File: config.mk
export PLATFORM = sky130hd
export DESIGN_NAME = fpdiv_scheduler
export DESIGN_NICKNAME = d
export VERILOG_FILES = /design/src/rtl/fpdiv_scheduler.sv
export SDC_FILE = /design/constraint.sdc
export NUM_CORES = 1
export LEC_CHECK = 0
export BUFFER_PORTS_ARGS = -buffer_cell sky130_fd_sc_hd__buf_2
export CORE_AREA = 2 2 163 165
export CTS_CLUSTER_SIZE = 14
export DETAILED_ROUTE_END_ITERATION = 8
export DIE_AREA = 0 0 165 167
export PLACE_DENSITY = 0.47
export SYNTH_ARGS = -nofsm -noshare
export SYNTH_HDL_FRONTEND = slang
export SYNTH_SLANG_ARGS = --single-unit
File: constraint.sdc
create_clock -name clk -period 4.5 [get_ports clk]
set_clock_uncertainty 0.2 [all_clocks]
set_input_delay 0.675 -clock clk [delete_from_list [all_inputs] [get_ports clk]]
set_output_delay 0.675 -clock clk [all_outputs]
set_load 0.01 [all_outputs]
File: src/rtl/fpdiv_scheduler.sv
// Round-robin front end that time-shares one combinational fpdiv between NUM_REQ issue ports.
// One division in flight; operands are held on div_a/div_b for the whole multicycle window.
module fpdiv_scheduler #(
  parameter int NUM_REQ     = 4,
  parameter int DIV_LATENCY = 2,
  parameter int TAG_W       = 4,
  localparam int ID_W       = $clog2(NUM_REQ)
) (
  input  logic                     clk,
  input  logic                     rst,
  input  logic [NUM_REQ-1:0]       req_valid,
  output logic [NUM_REQ-1:0]       req_ready,
  input  logic [NUM_REQ*32-1:0]    req_a,
  input  logic [NUM_REQ*32-1:0]    req_b,
  input  logic [NUM_REQ*TAG_W-1:0] req_tag,
  output logic [31:0]              div_a,
  output logic [31:0]              div_b,
  input  logic [31:0]              div_result,
  output logic                     rsp_valid,
  input  logic                     rsp_ready,
  output logic [31:0]              rsp_result,
  output logic [ID_W-1:0]          rsp_id,
  output logic [TAG_W-1:0]         rsp_tag,
  output logic                     busy
);

  localparam int CNT_W = (DIV_LATENCY > 1) ? $clog2(DIV_LATENCY) : 1;

  typedef enum logic [1:0] {
    IDLE = 2'd0,
    EXEC = 2'd1,
    RESP = 2'd2
  } state_t;

  state_t           state;
  logic [ID_W-1:0]  last_grant;
  logic [CNT_W-1:0] cnt;
  logic [ID_W-1:0]  grant;
  logic             grant_vld;
  logic [ID_W:0]    pick;

  // Returns {found, index}; the smallest distance after 'last' wins, so the loop
  // runs from the farthest candidate down and lets nearer hits overwrite.
  function automatic logic [ID_W:0] rr_pick(input logic [NUM_REQ-1:0] v,
                                            input logic [ID_W-1:0]    last);
    logic [ID_W:0]   r;
    logic [ID_W-1:0] sel;
    int              idx;
    r = '0;
    for (int k = NUM_REQ; k >= 1; k--) begin
      idx = int'(last) + k;
      if (idx >= NUM_REQ) idx = idx - NUM_REQ;
      sel = ID_W'(idx);
      if (v[sel]) r = {1'b1, sel};
    end
    return r;
  endfunction

  always_comb begin
    pick      = rr_pick(req_valid, last_grant);
    grant_vld = pick[ID_W];
    grant     = pick[ID_W-1:0];
  end

  // Ready is the only combinational output; it is forced low while rst is asserted.
  always_comb begin
    req_ready = '0;
    if (!rst && state == IDLE && grant_vld)
      req_ready = {{(NUM_REQ-1){1'b0}}, 1'b1} << grant;
  end

  always_ff @(posedge clk or posedge rst) begin
    if (rst) begin
      state      <= IDLE;
      last_grant <= ID_W'(NUM_REQ - 1);
      cnt        <= '0;
      div_a      <= '0;
      div_b      <= '0;
      rsp_result <= '0;
      rsp_id     <= '0;
      rsp_tag    <= '0;
      rsp_valid  <= 1'b0;
      busy       <= 1'b0;
    end else begin
      case (state)
        IDLE: begin
          if (grant_vld) begin
            div_a      <= req_a[32*grant +: 32];
            div_b      <= req_b[32*grant +: 32];
            rsp_id     <= grant;
            rsp_tag    <= req_tag[TAG_W*grant +: TAG_W];
            last_grant <= grant;
            cnt        <= CNT_W'(DIV_LATENCY - 1);
            busy       <= 1'b1;
            state      <= EXEC;
          end
        end
        EXEC: begin
          // div_a/div_b have been stable for DIV_LATENCY cycles when cnt reaches zero.
          if (cnt == '0) begin
            rsp_result <= div_result;
            rsp_valid  <= 1'b1;
            state      <= RESP;
          end else begin
            cnt <= cnt - 1'b1;
          end
        end
        RESP: begin
          if (rsp_ready) begin
            rsp_valid <= 1'b0;
            busy      <= 1'b0;
            state     <= IDLE;
          end
        end
        default: begin
          rsp_valid <= 1'b0;
          busy      <= 1'b0;
          state     <= IDLE;
        end
      endcase
    end
  end

endmodule

# After elaboration in Yosys (flattened, before gate mapping)
# Cells that the tools add are included.
[op_classes] n_bitwise=3 multipliers=0 magnitude_cmp=8 n_addsub=9 n_reduce_logical=11 muxes=28 div=0 n_eq_ne=5 shifts=4
[ops] cell="indexed part select 128 x 8 -> 32 bit" count=2
[ops] cell="indexed part select 16 x 5 -> 4 bit" count=1
[ops] cell="2-to-1 mux 2 bit" count=7
[ops] cell="less-than comparator 2 x 3 -> 1 bit, second input constant" count=4
[ops] cell="2-to-1 mux 3 bit" count=4
[ops] cell=">= comparator 3 bit, second input constant" count=3
[ops] cell="AND reduction 3 bit" count=3
[ops] cell="binary-select mux 1 bit (select 2 bit)" count=4
[ops] cell="2-to-1 mux 1 bit" count=8
[ops] cell="subtractor 2 x 1 -> 2 bit, second input constant" count=4
[ops] cell="adder 2 x 2 -> 3 bit, second input constant" count=2
[ops] cell="inequality test 2 bit, second input constant" count=3
[ops] cell="one-hot mux 1 bit (3 select lines)" count=2
[ops] cell="one-hot mux 2 bit (3 select lines)" count=1
[ops] cell="AND reduction 2 bit" count=3
[ops] cell="adder 2 x 3 -> 4 bit, second input constant" count=1
[ops] cell=">= comparator 4 x 3 -> 1 bit, second input constant" count=1
[ops] cell="2-to-1 mux 4 bit" count=1
[ops] cell="left shift 1 x 2 -> 4 bit, first input constant" count=1
[ops] cell="adder 2 x 1 -> 3 bit, second input constant" count=1
[ops] cell="NOT 1 bit" count=3
[ops] cell="== test 2 x 1 -> 1 bit, second input constant" count=1
[ops] cell="== test 2 bit, second input constant" count=1
[ops] cell="logical AND 1 bit" count=2
[ops] cell="other kinds (5)" count=5
[word_totals] romBits=0 memories=0 reg_bits=109 in_bits=311 latch_bits=0 ram_bits=0

# Longest topological paths before layout
# Gate-level depths: netlist of run 1.
[depth] ltp_word=11 mapped_depth=8

# Worst setup path before layout of run 1
# Ideal clock, no wire load.
[synth_path] path_kind="input port to output port" start="in rst" end="out req_ready[2]" arrival_time_ps=3422 setup_slack_ps=203 path_stages=2 cell_sequence="inv_1 and3_1"
[synth_between] elab_chain_len=4
[synth_lines] item="start, declared" line="10" rtl="input logic rst,"
[synth_lines] item="zero test 1 bit (no source line)"
[synth_lines] item="logical AND 1 bit (2 in series)" line="68" rtl="if (!rst && state == IDLE && grant_vld)"
[synth_lines] item="2-to-1 mux 4 bit" line="68"
[synth_lines] item="end, declared" line="12" rtl="output logic [NUM_REQ-1:0] req_ready,"
# Every way passes these cells.

# Worst setup path after layout of run 1
[layout_path] start="reg last_grant[1]" end="out req_ready[0]"
[layout_between] elab_chain_len=11 elab_cells_between_ends=31 cone_classes="add/sub: 8; order compare: 4; shift: 1; mux: 17; reduce/logical: 1"
[layout_lines] item="start, declared" line="36" rtl="logic [ID_W-1:0] last_grant;"
[layout_lines] item="start signal, assigned" line="75" rtl="last_grant <= ID_W'(NUM_REQ - 1);"
[layout_lines] item="start signal, assigned" line="92" rtl="last_grant <= grant;"
[layout_lines] item="adder 2 x 3 -> 4 bit" line="51" rtl="idx = int'(last) + k;"
[layout_lines] item=">= comparator 4 x 3 -> 1 bit / subtractor 2 x 1 -> 2 bit (equally long branches)" line="52" rtl="if (idx >= NUM_REQ) idx = idx - NUM_REQ;"
[layout_lines] item="2-to-1 mux 2 bit" line="52"
[layout_lines] item="binary-select mux 1 bit (select 2 bit)" line="54" rtl="if (v[sel]) r = {1'b1, sel};"
[layout_lines] item="2-to-1 mux 1 bit (not written as such)" line="54"
[layout_lines] item="2-to-1 mux 3 bit (3 in series)" line="54"
[layout_lines] item="2-to-1 mux 3 bit (*)" line="54"
[layout_lines] item="left shift 1 x 2 -> 4 bit / logical AND 1 bit (equally long branches)" line="69, 68"
[layout_lines] item="2-to-1 mux 4 bit (*)" line="68"
# Every way passes the cells marked *; elsewhere a longest branch is shown, timed or not. The select of a mux whose other input is x is not followed.

==> out/results.tsv, run 1 <==
stage	metric	value	unit
route	number of DRC markers in iteration 0	265	
cts	H-tree depth	3	
flow_run	Max Cap Viol	0	
logic_synthesis	largest family of logic cells by synthesized area	multiplexers	
cts	PostCTS Resize Cnt	0	
critical_path	reg2reg start	last_grant[1]	
die	Die Width	165	µm
critical_path	slowest stage cell, crit path	dfstp_2	
cts	CTS Root Cell	clkbuf_16	
final_layout	Antenna Diode Count	0	
final_layout	Design Area, Final	8560	µm²
logic_synthesis	post-synthesis mux area share	29.2	%
final_layout	fin util	33.2	%
sta	Final min period	3.30	ns
route	vias per inst	4.52	
route	TritonRoute pass-1 iters	4	
critical_path	worst path bufs/invs	2	
power_and_ir_drop	pwr dens	628	nW/µm²
grt	total gr overflow	0	
sta	post-route setup TNS	0	ns
cts	clk sinks	109	
sta	Final setup viols	0	
logic_synthesis	synthesized area	5900	µm²
die	initial core utilization	22.9	%
logic_synthesis	Synth Instances	506	
final_layout	P&R area growth vs syn	45.2	%
outcome	status	finished clean	
die	IO Count	419	
critical_path	critical path class	flop to output pin	
critical_path	RR Endpoint	div_b[11]	
critical_path	Worst Path Required	3.62	ns
cts	hold buffer count at CTS	0	
final_layout	layout cells sized above 1	54.4	%
power_and_ir_drop	total power	5380	µW
grt	vias in the first global route	5597	
placement	area of placed instances	8250	µm²
grt	Tot GR Track Use	14.4	%
sta	RSZ-0062 raised after global routing	no	
sta	Min Hold Slack	0.276	ns
logic_synthesis	top post-synthesis cells by area	dfrtp_1 45%, mux2i_1 23%, o221ai_1 8.9%, mux2_2 6.1%, nand2_1 4.8%	
critical_path	critical path endpoint category	output pin	
logic_synthesis	sequential fraction of the synthesis area	46.3	%
hold_path	HP Start	rsp_id[1]	
logic_synthesis	simple-gate portion of the synthesized area	7.30	%
route	Wirelength per Cell	16.7	µm
logic_synthesis	synth warn	0	
logic_synthesis	post-synth cell types	35	
cts	TritonCTS clock tree	done	
placement	RePlAce Congestion	0.723	
route	DRC Markers	0	
critical_path	Crit path max-delay family	flip-flops	
final_layout	most frequent cells in the layout	418 x buf_2, 136 x mux2i_1, 107 x dfrtp_1, 74 x nand2_1, 60 x o221ai_1	
route	vias	5624	
placement	Port Buf Inserts	418	
placement	dpl hpwl	15600	µm
sta	Slew headroom	39.3	%
critical_path	worst setup path end	req_ready[0]	
critical_path	Crit. Startpoint	last_grant[1]	
power_and_ir_drop	Static Leak	0.00455	µW
critical_path	Crit Path Max Fanout	77	
grt	global-route wire length before repair	31000	µm
logic_synthesis	syn_area_per_cell	11.7	µm²
sta	Max Slew Vio Count	0	
power_and_ir_drop	Max IR drop VDD	0.346	mV
critical_path	r2r worst-path depth	7	
route	Antenna Nets Post-Route	0	
cts	Inserted Clock Buffers	9	
die	CORE AREA	25800	µm²
cts	Worst-Skew Late Latency	0.35	ns
final_layout	Final #Nets	1214	
grt	initial antenna violation count	1	
logic_synthesis	Synth Area in Compound Gates	12.4	%
critical_path	crit path DAT	2.42	ns
critical_path	flop-to-flop setup slack	1.59	ns
critical_path	crit-path cells	mux2i_1 > nor2_1 > nor3_2 > buf_12 > nor3b_1 > buf_2	
critical_path	Worst Setup Start Kind	flop	
hold_path	Hold Path Class	flop to flop	
sta	Worst-Margin Slew	0.910	ns
critical_path	CP Depth	6	
die	die height	167	µm
grt	largest net degree at the start of global routing	78	
hold_path	hold depth	2	
logic_synthesis	XOR/XNOR share of the synthesized area	0	%
logic_synthesis	Synth Area in Adders	0	%
final_layout	most common cell after layout, fill and taps aside	buf_2	
die	Die ar.	27600	µm²
logic_synthesis	Yosys top cell area share	45.4	%
logic_synthesis	Synth Register Bits	109	
sta	Hold Violations, Final	0	
logic_synthesis	Syn Nets	817	
route	final WL	20800	µm
cts	# Post-CTS Setup Buffers	0	
sta	fin crit share	73.2	%
logic_synthesis	Yosys top cell by area	dfrtp_1	
cts	Clock Path Buffers	2	
critical_path	Worst path max stage delay	0.60	ns
sta	max frequency	0.303	GHz
cts	Clock transition at path regs	0.08	ns
die	Std-Cell Rows	59	
## worst min-delay path by stage
stage | endpoint | slack, ns
after floorplan | last_grant[1] | 0.28
after global placement | rsp_id[1] | 0.26
after detailed placement | rsp_id[1] | 0.26
after CTS | rsp_id[1] | 0.28
after global routing | rsp_id[1] | 0.30
final | rsp_id[1] | 0.28
## cells in the mapped netlist
library cell  instances
mux2_2               32
or2_1                 1
mux2i_1             136
nor4b_1               1
o21a_1                1
o22ai_1               1
nand3_1               1
nor3_1                3
buf_2                11
o21bai_1              1
a21oi_1               6
o21ai_0               2
and3_1                1
o32ai_1               1
nor2b_1               1
dfstp_2               2
nor4_2                1
nor3_2                1
and3b_1               1
nor2_1                8
nor3b_1               2
or3_1                 1
clkbuf_1             13
o221ai_1             60
a31o_2                1
buf_6                 8
a211oi_1              1
nand2b_1              3
nand2_1              75
inv_1                 4
buf_4                10
o31ai_1               1
o211ai_1              1
dfrtp_1             107
o221ai_2              7
## area by class of cell
class,count,area [µm²]
sequential,109,2730
clock inverter,7,83.8
inverter,4,17.5
clock buffer,9,225
fill,2716,17200
tap,335,419
multi-input combinational,351,2900
timing repair buffer,428,2190
## cells by family (layout without fill, tap and decap cells)
kind of cell / Yosys count / in the layout
multiplexers: 168 / 168
AND/OR/NAND/NOR: 100 / 100
AO/OA/AOI/OAI: 83 / 83
flip-flops: 109 / 109
buffers and inverters: 46 / 448
## registers in the layout, summed over array words and instances (netlist names)
register    cells
busy            1
cnt             1
div_a          32
div_b          32
last_grant      2
rsp_id          2
rsp_result     32
rsp_tag         4
rsp_valid       1
state           2
## where the power goes
| group | total [µW] | switching, µW | internal [µW] |
|---|---|---|---|
| Combinational | 2820 | 1550 | 1280 |
| Sequential | 1740 | 251 | 1490 |
| Clock | 818 | 422 | 396 |
| Total | 5380 | 2220 | 3160 |
## worst register-to-register path, stage by stage, from the launching register on
cell and delay, ns:
dfstp_2 0.60, mux2i_1 0.22, nor2_1 0.09, nor3_2 0.26
buf_4 0.50, buf_4 0.47, mux2i_1 0.28, o221ai_1 0.14
## stage by stage
step,std cells,worst slack (ns)
after global routing,1243,1.01
after CTS,1243,1.18
after floorplan,506,0.203
after global placement,1227,1.31
final,1243,1.20
after detailed placement,1227,1.32
## routing by layer
layer  track usage, %  wire length (µm)  vias up
li1                 -                 -     2697
met1             17.7              8470     2647
met2             24.9             10200      255
met3             3.86              1750       23
met4             3.59               321        2
met5                0                13        -
No activity file was read; power rests on OpenSTA's default activity.
==> inputs of run 2 (changes only) <==
--- a/config.mk
+++ b/config.mk
@@ -6,11 +6,11 @@
 export NUM_CORES = 1
 export LEC_CHECK = 0
 export BUFFER_PORTS_ARGS = -buffer_cell sky130_fd_sc_hd__buf_2
-export CORE_AREA = 2 2 163 165
+export CORE_AREA = 2 2 161 163
 export CTS_CLUSTER_SIZE = 14
 export DETAILED_ROUTE_END_ITERATION = 8
-export DIE_AREA = 0 0 165 167
-export PLACE_DENSITY = 0.47
+export DIE_AREA = 0 0 163 165
+export PLACE_DENSITY = 0.5
 export SYNTH_ARGS = -nofsm -noshare
 export SYNTH_HDL_FRONTEND = slang
 export SYNTH_SLANG_ARGS = --single-unit
==> constraint.sdc (replaced) <==
create_clock -name clk -period 2.8 [get_ports clk]
set_clock_uncertainty 0.2 [all_clocks]
set_input_delay 0.42 -clock clk [delete_from_list [all_inputs] [get_ports clk]]
set_output_delay 0.42 -clock clk [all_outputs]
set_load 0.01 [all_outputs]
==> out/results.tsv, run 2 (synthesized netlist as in run 1, its figures left out) <==
stage	metric	value	unit	change
die	IO Count	419		unchanged
hold_path	HP Start	div_result[15]		
critical_path	reg2reg start	last_grant[1]		
die	Die Width	163	µm	-1.2%
critical_path	Worst Setup Start Kind	flop		
final_layout	P&R area growth vs syn	50.0	%	
critical_path	slowest stage cell, crit path	nor3b_1		
grt	vias in the first global route	5600		+0.054%
critical_path	critical path class	flop to output pin		
critical_path	Crit path max-delay family	simple AND/OR/NAND/NOR gates		
critical_path	Worst path max stage delay	0.48	ns	-0.12 ns
outcome	status	finished clean		
power_and_ir_drop	Max IR drop VDD	0.469	mV	+35%
final_layout	Antenna Diode Count	0		unchanged
final_layout	most common cell after layout, fill and taps aside	buf_2		
critical_path	critical path endpoint category	output pin		
grt	total gr overflow	0		unchanged
cts	H-tree depth	3		unchanged
final_layout	most frequent cells in the layout	418 x buf_2, 135 x mux2i_1, 107 x dfrtp_1, 74 x nand2_1, 60 x o221ai_1		
critical_path	crit path DAT	2.09	ns	-0.33 ns
grt	largest net degree at the start of global routing	110		+41%
critical_path	Crit Path Max Fanout	6		-92%
die	Die ar.	26900	µm²	-2.4%
grt	initial antenna violation count	0		-1
cts	CTS Root Cell	clkbuf_16		
power_and_ir_drop	pwr dens	1030	nW/µm²	+65%
cts	TritonCTS clock tree	done		
critical_path	most frequent CP cell	buf_4		
sta	Worst-Margin Slew	0.670	ns	-0.240 ns
sta	Hold Violations, Final	0		unchanged
sta	Max Slew Vio Count	0		unchanged
die	die height	165	µm	-1.2%
route	number of DRC markers in iteration 0	296		+12%
placement	dpl hpwl	16300	µm	+4.7%
hold_path	hold endpoint	rsp_result[15]		
route	Antenna Nets Post-Route	0		unchanged
die	Std-Cell Rows	58		-1.7%
route	vias per inst	4.56		+0.71%
hold_path	hold depth	2		unchanged
grt	Tot GR Track Use	15.4	%	+1.0 points
cts	Inserted Clock Buffers	9		unchanged
cts	clk sinks	109		unchanged
placement	Port Buf Inserts	418		unchanged
cts	hold buffer count at CTS	0		unchanged
sta	fin crit share	96.6	%	
route	DRC Markers	0		unchanged
die	CORE AREA	25000	µm²	-2.8%
final_layout	layout cells sized above 1	55.9	%	+1.5 points
sta	Final min period	2.71	ns	
cts	Worst-Skew Late Latency	0.36	ns	about the same
power_and_ir_drop	Static Leak	0.00470	µW	+3.3%
critical_path	Worst Path Required	2.18	ns	-1.44 ns
route	Wirelength per Cell	17.3	µm	+3.4%
sta	Slew headroom	55.3	%	+16 points
sta	max frequency	0.370	GHz	
final_layout	Final #Nets	1235		+1.7%
critical_path	RR Endpoint	div_a[0]		
critical_path	worst path bufs/invs	4		+2
critical_path	flop-to-flop setup slack	0.24	ns	-1.35 ns
route	TritonRoute pass-1 iters	4		unchanged
cts	Clock Path Buffers	2		unchanged
critical_path	crit-path cells	buf_4 > nor3b_1 > nor3_4 > buf_12 > buf_4 > nor3_1 > buf_2		
final_layout	Top Registers	div_a: 32 flops, div_b: 32 flops, rsp_result: 32 flops		
grt	global-route wire length before repair	31900	µm	+2.7%
hold_path	Hold Path Class	input pin to flop		
critical_path	r2r worst-path depth	8		+1
route	vias	5737		+2.0%
final_layout	Fillers	2549		-6.1%
flow_run	Max Cap Viol	0		unchanged
cts	Clock transition at path regs	0.09	ns	about the same
die	initial core utilization	23.6	%	+0.66 points
sta	Min Hold Slack	0.0797	ns	-0.196 ns
sta	post-route setup TNS	0	ns	unchanged
sta	Final setup viols	0		unchanged
route	final WL	21800	µm	+4.7%
final_layout	fin util	35.3	%	+2.1 points
placement	RePlAce Congestion	0.807		+12%
==> run 2: cell types whose count changed in the layout (fill, tap and decap cells not counted), moves of 2 or more <==
| cell | delta |
|---|---|
| buf_4 | +16 |
| buf_12 | +3 |
| clkinv_4 | -3 |
| inv_12 | +3 |
| bufbuf_16 | +2 |
==> run 2: worst register-to-register path, stage by stage (launching register included) <==
cell       delay (ns)
dfstp_2          0.60
mux2i_2          0.26
nor2_2           0.08
nor3_4           0.30
buf_4            0.21
buf_4            0.11
bufbuf_16        0.30
mux2i_1          0.24
o221ai_1         0.13
==> run 2: what timing repair did <==
action,CTS,global route
gates cloned,2,0
pin swaps,1,1
endpoints found under the setup margin,2,3
resized for setup,1,4
buffers inserted,5,5
==> run 2: metrics by stage <==
| stage | instances | total power, µW | instance area [µm²] | setup slack [ns] |
|---|---|---|---|---|
| after floorplan | 506 | 5870 | 5900 | -0.258 |
| after global placement | 1231 | 7590 | 8350 | 0.263 |
| after detailed placement | 1231 | 7640 | 8350 | 0.268 |
| after global routing | 1259 | 9810 | 8850 | -0.0478 |
| final | 1259 | 9150 | 8850 | 0.0944 |
| after CTS | 1254 | 9280 | 8790 | 0.0101 |
==> run 2: power by group <==
part	internal, µW	switching (µW)
Sequential	2390	428
Combinational	2320	2590
Clock	668	751
Total	5380	3770
==> run 2: metal layers <==
metal  GRT usage (%)  routed length, µm  vias up  part of all wire, %
met5               0                  0        -                    0
met4            4.71                394        0                  1.8
met3            3.69               1530       27                  7.0
met2            27.4              11100      253                   51
met1            18.4               8700     2706                   40
li1                -                  -     2751                    -
==> run 2: final cells by class <==
class / count / area (µm²) / area share [%]
clock inverters: 7 / 101 / 1.15
multi-input cells: 351 / 2920 / 33.0
repair buffers: 449 / 2440 / 27.6
inverters: 4 / 18.8 / 0.212
clock buffers: 9 / 225 / 2.55
well taps: 330 / 413 / 4.67
flip-flops and latches: 109 / 2730 / 30.9
==> run 2: worst max-delay path by stage <==
stage                   from      endpoint  cells after the start
2_1_floorplan            rst  req_ready[2]                      2
3_3_place_gp    req_valid[0]     div_b[31]                      6
3_5_place_dp    req_valid[0]      div_b[7]                      6
4_1_cts        last_grant[0]  req_ready[0]                      5
5_1_grt        last_grant[1]  req_ready[1]                      7
6_report       last_grant[1]  req_ready[1]                      7
==> inputs of run 3 (changes only) <==
--- a/config.mk
+++ b/config.mk
@@ -11,6 +11,7 @@
 export DETAILED_ROUTE_END_ITERATION = 8
 export DIE_AREA = 0 0 163 165
 export PLACE_DENSITY = 0.5
+export RECOVER_POWER = 25
 export SYNTH_ARGS = -nofsm -noshare
 export SYNTH_HDL_FRONTEND = slang
 export SYNTH_SLANG_ARGS = --single-unit
==> out/results.tsv, run 3 (synthesized netlist as in run 1, its figures left out) <==
stage	metric	value	unit	change
outcome	violated checks	max-capacitance violations, max-slew violations		
cts	Clock Path Buffers	2		unchanged
route	DRC Markers	0		unchanged
sta	Final min period	2.70	ns	-0.00300 ns
final_layout	Final #Nets	1235		unchanged
cts	H-tree depth	3		unchanged
critical_path	r2r worst-path depth	8		unchanged
final_layout	Top Registers	div_a: 32 flops, div_b: 32 flops, rsp_result: 32 flops		
grt	largest net degree at the start of global routing	110		unchanged
final_layout	most common cell after layout, fill and taps aside	buf_2		
outcome	status	complete, but fails checks		
critical_path	RR Endpoint	div_a[0]		
critical_path	Worst Setup Start Kind	flop		
die	Die ar.	26900	µm²	unchanged
hold_path	Hold Path Class	input pin to flop		
flow_run	Max Cap Viol	1		+1
hold_path	hold endpoint	rsp_result[15]		
critical_path	flop-to-flop setup slack	0.24	ns	about the same
route	TritonRoute pass-1 iters	4		unchanged
final_layout	layout cells sized above 1	55.9	%	unchanged
critical_path	Worst Path Required	2.18	ns	about the same
placement	dpl hpwl	16300	µm	unchanged
final_layout	most frequent cells in the layout	418 x buf_2, 135 x mux2i_1, 107 x dfrtp_1, 74 x nand2_1, 60 x o221ai_1		
final_layout	Antenna Diode Count	0		unchanged
power_and_ir_drop	pwr dens	1040	nW/µm²	+0.14%
die	die height	165	µm	unchanged
sta	Hold Violations, Final	0		unchanged
hold_path	hold depth	2		unchanged
grt	Tot GR Track Use	15.4	%	unchanged
grt	vias in the first global route	5600		unchanged
route	number of DRC markers in iteration 0	311		+5.1%
route	vias	5716		-0.37%
grt	total gr overflow	0		unchanged
route	final WL	21700	µm	about the same
hold_path	HP Start	div_result[15]		
critical_path	critical path endpoint category	output pin		
sta	Final setup viols	0		unchanged
route	vias per inst	4.54		-0.37%
die	IO Count	419		unchanged
cts	Worst-Skew Late Latency	0.36	ns	about the same
route	Wirelength per Cell	17.3	µm	about the same
cts	Clock transition at path regs	0.09	ns	about the same
critical_path	Crit Path Max Fanout	6		unchanged
die	Die Width	163	µm	unchanged
sta	Slew headroom	-4.53	%	-60 points
cts	CTS Root Cell	clkbuf_16		
sta	fin crit share	96.5	%	-0.11 points
grt	initial antenna violation count	0		unchanged
cts	Inserted Clock Buffers	9		unchanged
die	CORE AREA	25000	µm²	unchanged
sta	max frequency	0.370	GHz	+0.11%
critical_path	critical path class	flop to output pin		
power_and_ir_drop	Static Leak	0.00470	µW	-0.10%
critical_path	reg2reg start	last_grant[1]		
critical_path	crit path DAT	2.08	ns	about the same
power_and_ir_drop	Max IR drop VDD	0.469	mV	about the same
die	Std-Cell Rows	58		unchanged
grt	global-route wire length before repair	31900	µm	unchanged
cts	TritonCTS clock tree	done		
sta	Max Slew Vio Count	110		+110
final_layout	P&R area growth vs syn	49.7	%	
sta	post-route setup TNS	0	ns	unchanged
placement	RePlAce Congestion	0.807		unchanged
sta	Worst-Margin Slew	1.57	ns	+0.898 ns
power_and_ir_drop	total power	9140	µW	about the same
cts	clk sinks	109		unchanged
die	initial core utilization	23.6	%	unchanged
route	Antenna Nets Post-Route	0		unchanged
placement	Port Buf Inserts	418		unchanged
==> run 3: cell count changes in the layout (fill, tap and decap cells not counted), sizes merged <==
cell,previous run,this run
clkbuf,9,10
buf,447,446
==> run 3: worst max-delay path: stages (launching register included) <==
cell and delay (ns):
dfstp_2 0.41, buf_4 0.14, nor3b_1 0.48, nor3_4 0.11, buf_12 0.16, buf_4 0.14
nor3_1 0.12, buf_2 0.16
==> run 3: through the flow <==
step	instances	area [µm²]	utilization [%]	setup WS (ns)	hold slack, ns
global placement	1231	8350	33.4	0.263	0.256
CTS	1254	8790	35.1	0.0101	0.0542
global route	1259	8830	35.3	-0.0478	0.0573
floorplan	506	5900	-	-0.258	0.278
finish	1259	8830	35.3	0.0974	0.0798
detailed placement	1231	8350	33.4	0.268	0.267
==> run 3: metal layers <==
metal | track usage (%) | up-vias | routed length [µm]
met4 | 4.71 | 0 | 407
met1 | 18.4 | 2699 | 8690
met2 | 27.4 | 234 | 11200
met5 | 0 | - | 0
li1 | - | 2754 | -
met3 | 3.69 | 29 | 1470
==> run 3: cell type report <==
| cell class | count | area, µm² |
|---|---|---|
| repair buffers | 449 | 2420 |
| well taps | 330 | 413 |
| fillers | 2552 | 16200 |
| flip-flops and latches | 109 | 2730 |
| multi-input cells | 351 | 2920 |
| clock buffers | 9 | 225 |
| inverters | 4 | 16.3 |
| clock inverters | 7 | 101 |
==> run 3: what timing repair did <==
| item | CTS | global route |
|---|---|---|
| hold buffers | 0 | 0 |
| pin swaps | 1 | 1 |
| endpoints found under the setup margin | 2 | 3 |
| resized for setup | 1 | 4 |
| gates cloned | 2 | 0 |
| setup buffers | 5 | 5 |
==> run 3: worst max-delay path by stage <==
stage                             start      endpoint  slack [ns]  cells past startpoint
after floorplan                     rst  req_ready[2]       -0.26                      2
after global placement     req_valid[0]     div_b[31]        0.26                      6
after detailed placement   req_valid[0]      div_b[7]        0.27                      6
after CTS                 last_grant[0]  req_ready[0]        0.01                      5
after global routing      last_grant[1]  req_ready[1]       -0.05                      7
final                     last_grant[1]  req_ready[1]         0.1                      7
==> run 3: power by group <==
group | switching (µW) | internal [µW]
sequential | 427 | 2390
clock | 753 | 668
combinational | 2590 | 2320
